$ cat src/rtl/counter_pkg.sv
`default_nettype none
// ============================================================================
//  Module      : counter_pkg
//  Description : Shared types and helpers for the up/down modulo counter.
//                count_dir_e encodes the direction input; terminal_value
//                derives the highest legal count from the modulus.
//  Revision    : 1.0 - initial release
// ============================================================================
package counter_pkg;

  typedef enum logic {
    DIR_DOWN = 1'b0,
    DIR_UP   = 1'b1
  } count_dir_e;

  // Highest count reachable for a given modulus (the count range is 0..MODULUS-1).
  // 64-bit so that MODULUS = 2**32 is representable.
  function automatic logic [63:0] terminal_value(input logic [63:0] modulus);
    return modulus - 64'd1;
  endfunction

endpackage
`default_nettype wire

$ cat src/rtl/n_bit_adder.sv
`default_nettype none
// ============================================================================
//  Module      : n_bit_adder
//  Description : Parametrised ripple-carry adder built from full-adder cells.
//  Ports       : a, b  - WIDTH-bit operands
//                cin   - carry in
//                sum   - WIDTH-bit sum
//                cout  - carry out of the top bit
//  Revision    : 1.0 - initial release
// ============================================================================
module n_bit_adder
  import counter_pkg::*;
#(
  parameter int WIDTH = 4
) (
  input  logic [WIDTH-1:0] a,
  input  logic [WIDTH-1:0] b,
  input  logic             cin,
  output logic [WIDTH-1:0] sum,
  output logic             cout
);

  logic [WIDTH:0] w_carry;

  assign w_carry[0] = cin;

  for (genvar i = 0; i < WIDTH; i++) begin : g_bit
    assign sum[i]       = a[i] ^ b[i] ^ w_carry[i];
    assign w_carry[i+1] = (a[i] & b[i]) | (w_carry[i] & (a[i] ^ b[i]));
  end

  assign cout = w_carry[WIDTH];

endmodule
`default_nettype wire

$ cat src/rtl/mod_updown_counter.sv
`default_nettype none
// ============================================================================
//  Module      : mod_updown_counter
//  Description : Parametrised synchronous up/down modulo counter with count
//                enable, synchronous clear, clamped parallel load, elaboration
//                -time wrap/saturate mode, combinational terminal count and a
//                registered one-cycle wrap pulse. Stages cascade by feeding
//                tc of one stage into en of the next.
//  Ports       : clk      - rising-edge clock
//                rst      - asynchronous reset, active-low
//                en       - count enable
//                up       - direction, 1 = increment, 0 = decrement
//                clr      - synchronous clear to 0 (highest priority)
//                load     - synchronous parallel load
//                load_val - value to load, clamped to MODULUS-1
//                count    - current count (registered)
//                tc       - terminal count (combinational)
//                wrap     - one-cycle pulse after a wrap-around edge
//  Revision    : 1.0 - initial release
// ============================================================================
module mod_updown_counter
  import counter_pkg::*;
#(
  parameter int          WIDTH    = 8,
  parameter logic [63:0] MODULUS  = 64'd1 << WIDTH,
  parameter bit          SATURATE = 1'b0
) (
  input  logic             clk,
  input  logic             rst,
  input  logic             en,
  input  logic             up,
  input  logic             clr,
  input  logic             load,
  input  logic [WIDTH-1:0] load_val,
  output logic [WIDTH-1:0] count,
  output logic             tc,
  output logic             wrap
);

  // --------------------------------------------------------------------------
  // Elaboration-time parameter legality
  // --------------------------------------------------------------------------
  if ((WIDTH < 2) || (WIDTH > 32) || (MODULUS < 64'd2) ||
      (MODULUS > (64'd1 << WIDTH))) begin : g_param_check
    $error("mod_updown_counter: illegal WIDTH/MODULUS combination");
  end

  localparam logic [WIDTH-1:0] c_TERM = WIDTH'(terminal_value(MODULUS));

  // --------------------------------------------------------------------------
  // Signals
  // --------------------------------------------------------------------------
  logic [WIDTH-1:0] r_count;
  logic             r_wrap;

  count_dir_e       w_dir;
  logic [WIDTH-1:0] w_addend;
  logic [WIDTH-1:0] w_sum;
  logic             w_cout_unused;
  logic             w_at_term;
  logic             w_at_zero;
  logic             w_load_over;
  logic [WIDTH-1:0] w_count_nxt;
  logic             w_wrap_nxt;

  assign w_dir = count_dir_e'(up);

  // Decrement is count + all-ones; carry-out is deliberately discarded and
  // boundaries are found by compare so non-power-of-2 moduli stay correct.
  assign w_addend = (w_dir == DIR_UP) ? {{(WIDTH-1){1'b0}}, 1'b1} : {WIDTH{1'b1}};

  n_bit_adder #(
    .WIDTH (WIDTH)
  ) u_adder (
    .a    (r_count),
    .b    (w_addend),
    .cin  (1'b0),
    .sum  (w_sum),
    .cout (w_cout_unused)
  );

  assign w_at_term   = (r_count == c_TERM);
  assign w_at_zero   = (r_count == '0);
  assign w_load_over = (load_val > c_TERM);

  // --------------------------------------------------------------------------
  // Next-state: clr > load > en > hold
  // --------------------------------------------------------------------------
  always_comb begin
    w_count_nxt = r_count;
    w_wrap_nxt  = 1'b0;
    if (clr) begin
      w_count_nxt = '0;
    end else if (load) begin
      w_count_nxt = w_load_over ? c_TERM : load_val;
    end else if (en) begin
      if (w_dir == DIR_UP) begin
        if (w_at_term) begin
          if (!SATURATE) begin
            w_count_nxt = '0;
            w_wrap_nxt  = 1'b1;
          end
        end else begin
          w_count_nxt = w_sum;
        end
      end else begin
        if (w_at_zero) begin
          if (!SATURATE) begin
            w_count_nxt = c_TERM;
            w_wrap_nxt  = 1'b1;
          end
        end else begin
          w_count_nxt = w_sum;
        end
      end
    end
  end

  always_ff @(posedge clk or negedge rst) begin
    if (!rst) begin
      r_count <= '0;
      r_wrap  <= 1'b0;
    end else begin
      r_count <= w_count_nxt;
      r_wrap  <= w_wrap_nxt;
    end
  end

  // --------------------------------------------------------------------------
  // Outputs. tc is combinational so a cascaded stage advances on the same edge.
  // --------------------------------------------------------------------------
  assign count = r_count;
  assign wrap  = r_wrap;
  assign tc    = en & ((w_dir == DIR_UP) ? w_at_term : w_at_zero);

endmodule
`default_nettype wire

$ cat config.mk
export PLATFORM = sky130hd
export DESIGN_NAME = mod_updown_counter
export DESIGN_NICKNAME = d
export VERILOG_FILES = /design/src/rtl/counter_pkg.sv /design/src/rtl/n_bit_adder.sv /design/src/rtl/mod_updown_counter.sv
export SDC_FILE = /design/constraint.sdc
export NUM_CORES = 1
export LEC_CHECK = 0
export ABC_CLOCK_PERIOD_IN_PS = 3700
export BUFFER_PORTS_ARGS = -buffer_cell sky130_fd_sc_hd__buf_2
export CORE_MARGIN = 3
export CORE_UTILIZATION = 44
export DETAILED_ROUTE_END_ITERATION = 10
export GPL_ROUTABILITY_DRIVEN = 0
export PLACE_DENSITY_LB_ADDON = 0.08
export SKIP_CTS_REPAIR_TIMING = 1
export SLEW_MARGIN = 40
export SYNTH_ARGS = -nofsm -noshare
export SYNTH_HDL_FRONTEND = slang
export SYNTH_HIERARCHICAL = 1
export SYNTH_SLANG_ARGS = --single-unit
$ cat constraint.sdc
create_clock -name clk -period 3.7 [get_ports clk]
set_clock_uncertainty 0.2 [all_clocks]
set_input_delay 0.185 -clock clk [delete_from_list [all_inputs] [get_ports clk]]
set_output_delay 0.185 -clock clk [all_outputs]
set_load 0.01 [all_outputs]
==> qor_table.md, run 1 <==
| Quantity | Value | Unit |
|:---|:---|:---|
| Crit path time final | 3.84 | ns |
| Reg-to-Reg End | count[7]$_DFFE_PN0P_ | - |
| Part of the cycle the worst path needs | 1.04 | - |
| Synth Net Count | 99 | - |
| Power density over the cells | 327 | nW/um^2 |
| Most frequent cell on the critical path | sky130_fd_sc_hd__fa_2 | - |
| Synth Instances | 77 | - |
| Worst slack, placed | -0.329 | ns |
| Total power of the final layout | 0.000306 | W |
| Initial antenna violation count | 0 | - |
| CP max stage delay | 0.41 | ns |
| CP Launch Type | flip-flop | - |
| Worst vdd rail ir drop | 0.164 | mV |
| Post-DR wirelength/cell | 14.7 | um |
| Startpoint of the lowest-slack register-to-register path | count[0]$_DFFE_PN0P_ | - |
| CTS clk-pin slew, worst paths | 0.06 | ns |
| Final setup violation count | 1 | - |
| Slew Limit Headroom | 0.631 | - |
| Cells along the critical path | fa_2, inv_2, fa_1, inv_2, fa_2, fa_2, fa_2, fa_2, fa_2, inv_2, fa_1, inv_1, a21oi_1, o31ai_1 | - |
| Hold path depth | 2 | - |
| Diodes inserted | 0 | - |
| H-Tree Level Count | 1 | - |
| Die area | 2190 | um^2 |
| Highest attainable clock frequency | 0.260 | GHz |
| Tightest hold margin | 0.0190 | ns |
| Clock Sink Count | 9 | - |
| Post-Synthesis Mean Instance Area | 9.51 | um^2 |
| Data required time at the worst endpoint | 3.68 | ns |
| Total number of vias | 692 | - |
| Effective utilization at floorplan | 0.475 | - |
| Setup repair after global routing missed its margin | yes | - |
| Syn-to-layout area delta | 27.9 | % |
| Worst hold path class | input port to flip-flop | - |
| Crit path arrival time | 3.83 | ns |
| Run status | finished with violations | - |
| Setup slack of the critical path after layout | -0.145 | ns |
| Die extent in y | 46.8 | um |
| Buffer depth of the longest clock path | 2 | - |
| Routed wire length | 1.80 | mm |
| Max_cap viols | 0 | - |
| Reg2Reg Depth | 14 | - |
| Worst Setup SP | count[0]$_DFFE_PN0P_ | - |
| Share of post-route cells with drive strength above 1 | 0.415 | - |
| Per-cell via count in the routed design | 5.67 | - |
| Final routed DRC violation total | 0 | - |
| Maximum fanout along the worst path | 2 | - |
| Worst-Margin Slew | 0.551 | ns |
| TritonCTS clock tree | done | - |
| Global-route usage over all layers | 0.186 | - |
| Final Hold Viols | 0 | - |
| Register-to-Register Setup Slack | -0.14 | ns |
| Static leakage | 0.443 | nW |
| Vias in the first global route | 659 | - |
| Worst Setup EP | count[7]$_DFFE_PN0P_ | - |
| Warning count from the yosys run | 6 | - |
| Num CTS Buffers | 3 | - |
| Highest-delay cell along the critical path | sky130_fd_sc_hd__dfrtp_2 | - |
| Gr ovfl total | 0 | - |
| Starting DRT DRC Count | 18 | - |
| CP Class | flip-flop to flip-flop | - |
| Number of detailed-route iterations in the first pass | 4 | - |
| Die W | 46.8 | um |
| Latest clock arrival within the worst-skew pair | 0.27 | ns |
| Half-perimeter wire length after detailed placement | 1.40 | mm |
| Row count | 14 | - |
| Pins Over Slew Limit | 0 | - |
| Core ar. | 1540 | um^2 |
| Failing checks | negative setup slack | - |
| Cell at the root of the clock tree | sky130_fd_sc_hd__clkbuf_4 | - |
| Post-synthesis cell area | 732 | um^2 |
| Critical path capture point type | flip-flop | - |
| Maximum number of pins on one net before global-route repair | 13 | - |
| Final antenna-violating net count | 0 | - |
| Net total in the final layout | 129 | - |
| Global-route wire length before repair | 2.79 | mm |
| I/O Pins | 24 | - |
| Count of buffers inserted at the top-level ports | 23 | - |
-- cell type report --
type	instances	area, um^2
flip-flops and latches	9	226
repair buffers	28	155
clock buffers	4	26.3
multi-input cells	55	470
inverters	10	37.5
fillers	146	606
well taps	16	20.0
-- how the worst min path moves through the flow --
stage / startpoint / to / slack, ns
global route: clr / wrap$_DFF_PN0_ / 0.04
CTS: rst / count[1]$_DFFE_PN0P_ / -0.44
floorplan: rst / count[0]$_DFFE_PN0P_ / -0.31
global placement: rst / count[1]$_DFFE_PN0P_ / -0.15
finish: load / wrap$_DFF_PN0_ / 0.02
detailed placement: rst / count[1]$_DFFE_PN0P_ / -0.15
-- placed cells by master (no fill, tap or decap), drive strengths merged --
cell type and n:
a21boi 9, a21oi 8, a31o 1, buf 27, clkbuf 4, conb 2, dfrtp 9, dlygate4sd3 1
fa 8, inv 10, nand2 9, nand2b 1, nand3 2, nand4 1, nor2 1, nor3 2
nor3b 1, nor4 1, o31ai 8, or3 1
-- where the power goes --
group | switching, W | internal [W]
sequential | 0.0000114 | 0.000107
clock | 0.0000390 | 0.0000419
combinational | 0.0000575 | 0.0000487
-- registers in the layout (all words and copies together) (netlist names) --
name   count
wrap       1
count      8
-- stage by stage --
step	TNS, ns	util	cell area, um^2	std cells
2_1_floorplan	0	-	748	77
3_3_place_gp	-0.271	0.580	895	117
3_5_place_dp	-0.329	0.584	900	117
4_1_cts	-0.343	0.601	926	121
5_1_grt	-0.296	0.607	936	122
6_report	-0.145	0.607	936	122
-- worst max-delay path: cells and delay by family, from the launching register on --
kind / cells / cell delay (ns)
AO/OA/AOI/OAI: 2 / 0.25
adder cells (fa/ha/maj): 8 / 2.67
flip-flops: 1 / 0.41
buffers and inverters: 4 / 0.22
-- per-layer routing --
layer,vias up,global-route usage,part of all wire
met4,0,0.116,0.034
met1,338,0.231,0.40
li1,320,-,-
met3,6,0.0575,0.068
met5,-,0,0
met2,28,0.282,0.50
No activity file was read; power rests on OpenSTA's default activity.
==> run 2: changes to the inputs <==
--- a/config.mk
+++ b/config.mk
@@ -11,6 +11,7 @@
 export CORE_UTILIZATION = 44
 export DETAILED_ROUTE_END_ITERATION = 10
 export GPL_ROUTABILITY_DRIVEN = 0
+export MAX_ROUTING_LAYER = met4
 export PLACE_DENSITY_LB_ADDON = 0.08
 export SKIP_CTS_REPAIR_TIMING = 1
 export SLEW_MARGIN = 40
==> qor_table.md, run 2 (same netlist as run 1, synthesis figures left out) <==
| Quantity | Value | Unit | Change |
|:---|:---|:---|:---|
| Hold path depth | 2 | - | unchanged |
| Critical path capture point type | flip-flop | - |  |
| Failing checks | negative setup slack | - |  |
| Vias in the first global route | 664 | - | +0.76% |
| Total buffers and inverters traversed by the critical path | 4 | - | unchanged |
| Power density over the cells | 328 | nW/um^2 | +0.41% |
| I/O Pins | 24 | - | unchanged |
| Number of detailed-route iterations in the first pass | 4 | - | unchanged |
| Setup repair after global routing missed its margin | yes | - |  |
| Setup slack of the critical path after layout | -0.145 | ns | -0.000589 ns |
| Pins Over Slew Limit | 0 | - | unchanged |
| Run status | finished with violations | - |  |
| Final-layout setup total negative slack | -0.145 | ns | -0.000589 ns |
| Initial antenna violation count | 0 | - | unchanged |
| Core ar. | 1540 | um^2 | unchanged |
| Total number of vias | 679 | - | -1.9% |
| Worst vdd rail ir drop | 0.164 | mV | +0.13% |
| Cells along the critical path | fa_2, inv_2, fa_1, inv_2, fa_2, fa_2, fa_2, fa_2, fa_2, inv_2, fa_1, inv_1, a21oi_1, o31ai_1 | - |  |
| Num CTS Buffers | 3 | - | unchanged |
| Crit path arrival time | 3.83 | ns | about the same |
| Die W | 46.8 | um | unchanged |
| Final core utilization | 0.607 | - | unchanged |
| Most frequent cell on the critical path | sky130_fd_sc_hd__fa_2 | - |  |
| Count of buffers inserted at the top-level ports | 23 | - | unchanged |
| Final Hold Viols | 0 | - | unchanged |
| Fin area | 936 | um^2 | unchanged |
| Cell at the root of the clock tree | sky130_fd_sc_hd__clkbuf_4 | - |  |
| Global routing met2 resource utilization | 0.285 | - | +0.00271 |
| Flip-flop count of the largest register after layout | 8 | - | unchanged |
| CP max stage delay | 0.41 | ns | about the same |
| Tightest hold margin | 0.0140 | ns | -0.00504 ns |
| Cell area after placement | 900 | um^2 | unchanged |
| Combined flip-flop and latch cell area | 226 | um^2 | unchanged |
| Busiest layer in global routing | met2 | - |  |
| Latest clock arrival within the worst-skew pair | 0.27 | ns | about the same |
| Area occupied by multi-input gates | 470 | um^2 | unchanged |
| Max_cap viols | 0 | - | unchanged |
| Count of fill cells added during filler insertion | 146 | - | unchanged |
| Effective utilization at floorplan | 0.475 | - | unchanged |
| CP Launch Type | flip-flop | - |  |
| Worst-Margin Slew | 0.521 | ns | -0.0300 ns |
| Final setup violation count | 1 | - | unchanged |
| Worst slack, placed | -0.329 | ns | unchanged |
| H-Tree Level Count | 1 | - | unchanged |
| TritonCTS clock tree | done | - |  |
| Met1 routing resource usage after global routing | 0.226 | - | -0.00476 |
| Die area | 2190 | um^2 | unchanged |
| Share of post-route cells with drive strength above 1 | 0.415 | - | unchanged |
| Highest attainable clock frequency | 0.260 | GHz | about the same |
| Global-route wire length before repair | 2.79 | mm | unchanged |
| Leading cell type in the layout, fill and taps excluded | sky130_fd_sc_hd__buf_2 | - |  |
| Crit path time final | 3.85 | ns | +0.000589 ns |
| Data required time at the worst endpoint | 3.68 | ns | about the same |
| Global-route usage over all layers | 0.192 | - | +0.00525 |
| Maximum number of pins on one net before global-route repair | 13 | - | unchanged |
| Gr ovfl total | 0 | - | unchanged |
| Maximum fanout along the worst path | 2 | - | unchanged |
| Die extent in y | 46.8 | um | unchanged |
| Half-perimeter wire length after detailed placement | 1.40 | mm | unchanged |
| Syn-to-layout area delta | 27.9 | % | unchanged |
| Highest-delay cell along the critical path | sky130_fd_sc_hd__dfrtp_2 | - |  |
| Part of the cycle the worst path needs | 1.04 | - | about the same |
| Row count | 14 | - | unchanged |
| Reg2Reg Depth | 14 | - | unchanged |
| Slew Limit Headroom | 0.651 | - | +0.0201 |
| GR Layer Usage met3 | 0.0575 | - | unchanged |
| Starting DRT DRC Count | 16 | - | -2 |
| Routed wire length | 1.81 | mm | +0.50% |
| CP Class | flip-flop to flip-flop | - |  |
| Net total in the final layout | 129 | - | unchanged |
| Kind of cell adding the most delay to the critical path | adder cells | - |  |
| Buffer depth of the longest clock path | 2 | - | unchanged |
| Stages on worst setup path | 14 | - | unchanged |
| Clock Sink Count | 9 | - | unchanged |
| Diodes inserted | 0 | - | unchanged |
| Static leakage | 0.443 | nW | unchanged |
| Worst hold path class | input port to flip-flop | - |  |
| CTS clk-pin slew, worst paths | 0.06 | ns | about the same |
| Final antenna-violating net count | 0 | - | unchanged |
| Per-cell via count in the routed design | 5.57 | - | -1.9% |
| Post-DR wirelength/cell | 14.8 | um | +0.50% |
| Final routed DRC violation total | 0 | - | unchanged |
| Commonest cells after routing, fill and taps aside | 23 x sky130_fd_sc_hd__buf_2, 9 x sky130_fd_sc_hd__nand2_1 | - |  |
run 2: cell counts in the layout (fill, tap and decap cells not counted):
No cell type changed its count.
run 2: metal layers:
metal / wire length (um) / vias to the layer above
met4: 53 / 0
met5: 0 / -
met1: 709 / 331
li1: - / 318
met3: 121 / 6
met2: 924 / 24
run 2: worst paths after layout:
check                      slack, ns                 start                    to
max                            -0.15  count[0]$_DFFE_PN0P_  count[7]$_DFFE_PN0P_
min                             0.01                  load        wrap$_DFF_PN0_
max reg2reg                    -0.15  count[0]$_DFFE_PN0P_  count[7]$_DFFE_PN0P_
min reg2reg                     0.39  count[7]$_DFFE_PN0P_  count[7]$_DFFE_PN0P_
max in group asynchronous       3.02                   rst  count[0]$_DFFE_PN0P_
min in group asynchronous       0.08                   rst        wrap$_DFF_PN0_
run 2: cell type report:
class                   count  share of cell area
multi-input cells          55               0.503
flip-flops and latches      9               0.242
repair buffers             28               0.166
inverters                  10              0.0401
clock buffers               4              0.0281
well taps                  16              0.0214
run 2: metrics by stage:
| step | std cells | power [W] |
|---|---|---|
| floorplan | 77 | 0.000182 |
| global placement | 117 | 0.000222 |
| detailed placement | 117 | 0.000227 |
| CTS | 121 | 0.000306 |
| global route | 122 | 0.000325 |
| finish | 122 | 0.000307 |
run 2: worst register-to-register path, cell delays in order (launching register included):
cell,delay (ns)
sky130_fd_sc_hd__dfrtp_2,0.41
sky130_fd_sc_hd__fa_2,0.33
sky130_fd_sc_hd__inv_2,0.06
sky130_fd_sc_hd__fa_1,0.17
sky130_fd_sc_hd__inv_2,0.04
sky130_fd_sc_hd__fa_2,0.34
sky130_fd_sc_hd__fa_2,0.37
sky130_fd_sc_hd__fa_2,0.37
sky130_fd_sc_hd__fa_2,0.36
sky130_fd_sc_hd__fa_2,0.34
sky130_fd_sc_hd__inv_2,0.06
sky130_fd_sc_hd__fa_1,0.39
sky130_fd_sc_hd__inv_1,0.06
sky130_fd_sc_hd__a21oi_1,0.05
sky130_fd_sc_hd__o31ai_1,0.20
run 2: power by group:
group           total, W  switching [W]  internal (W)
Sequential      0.000119      0.0000116      0.000107
Combinational   0.000107      0.0000579     0.0000490
Clock          0.0000812      0.0000394     0.0000418
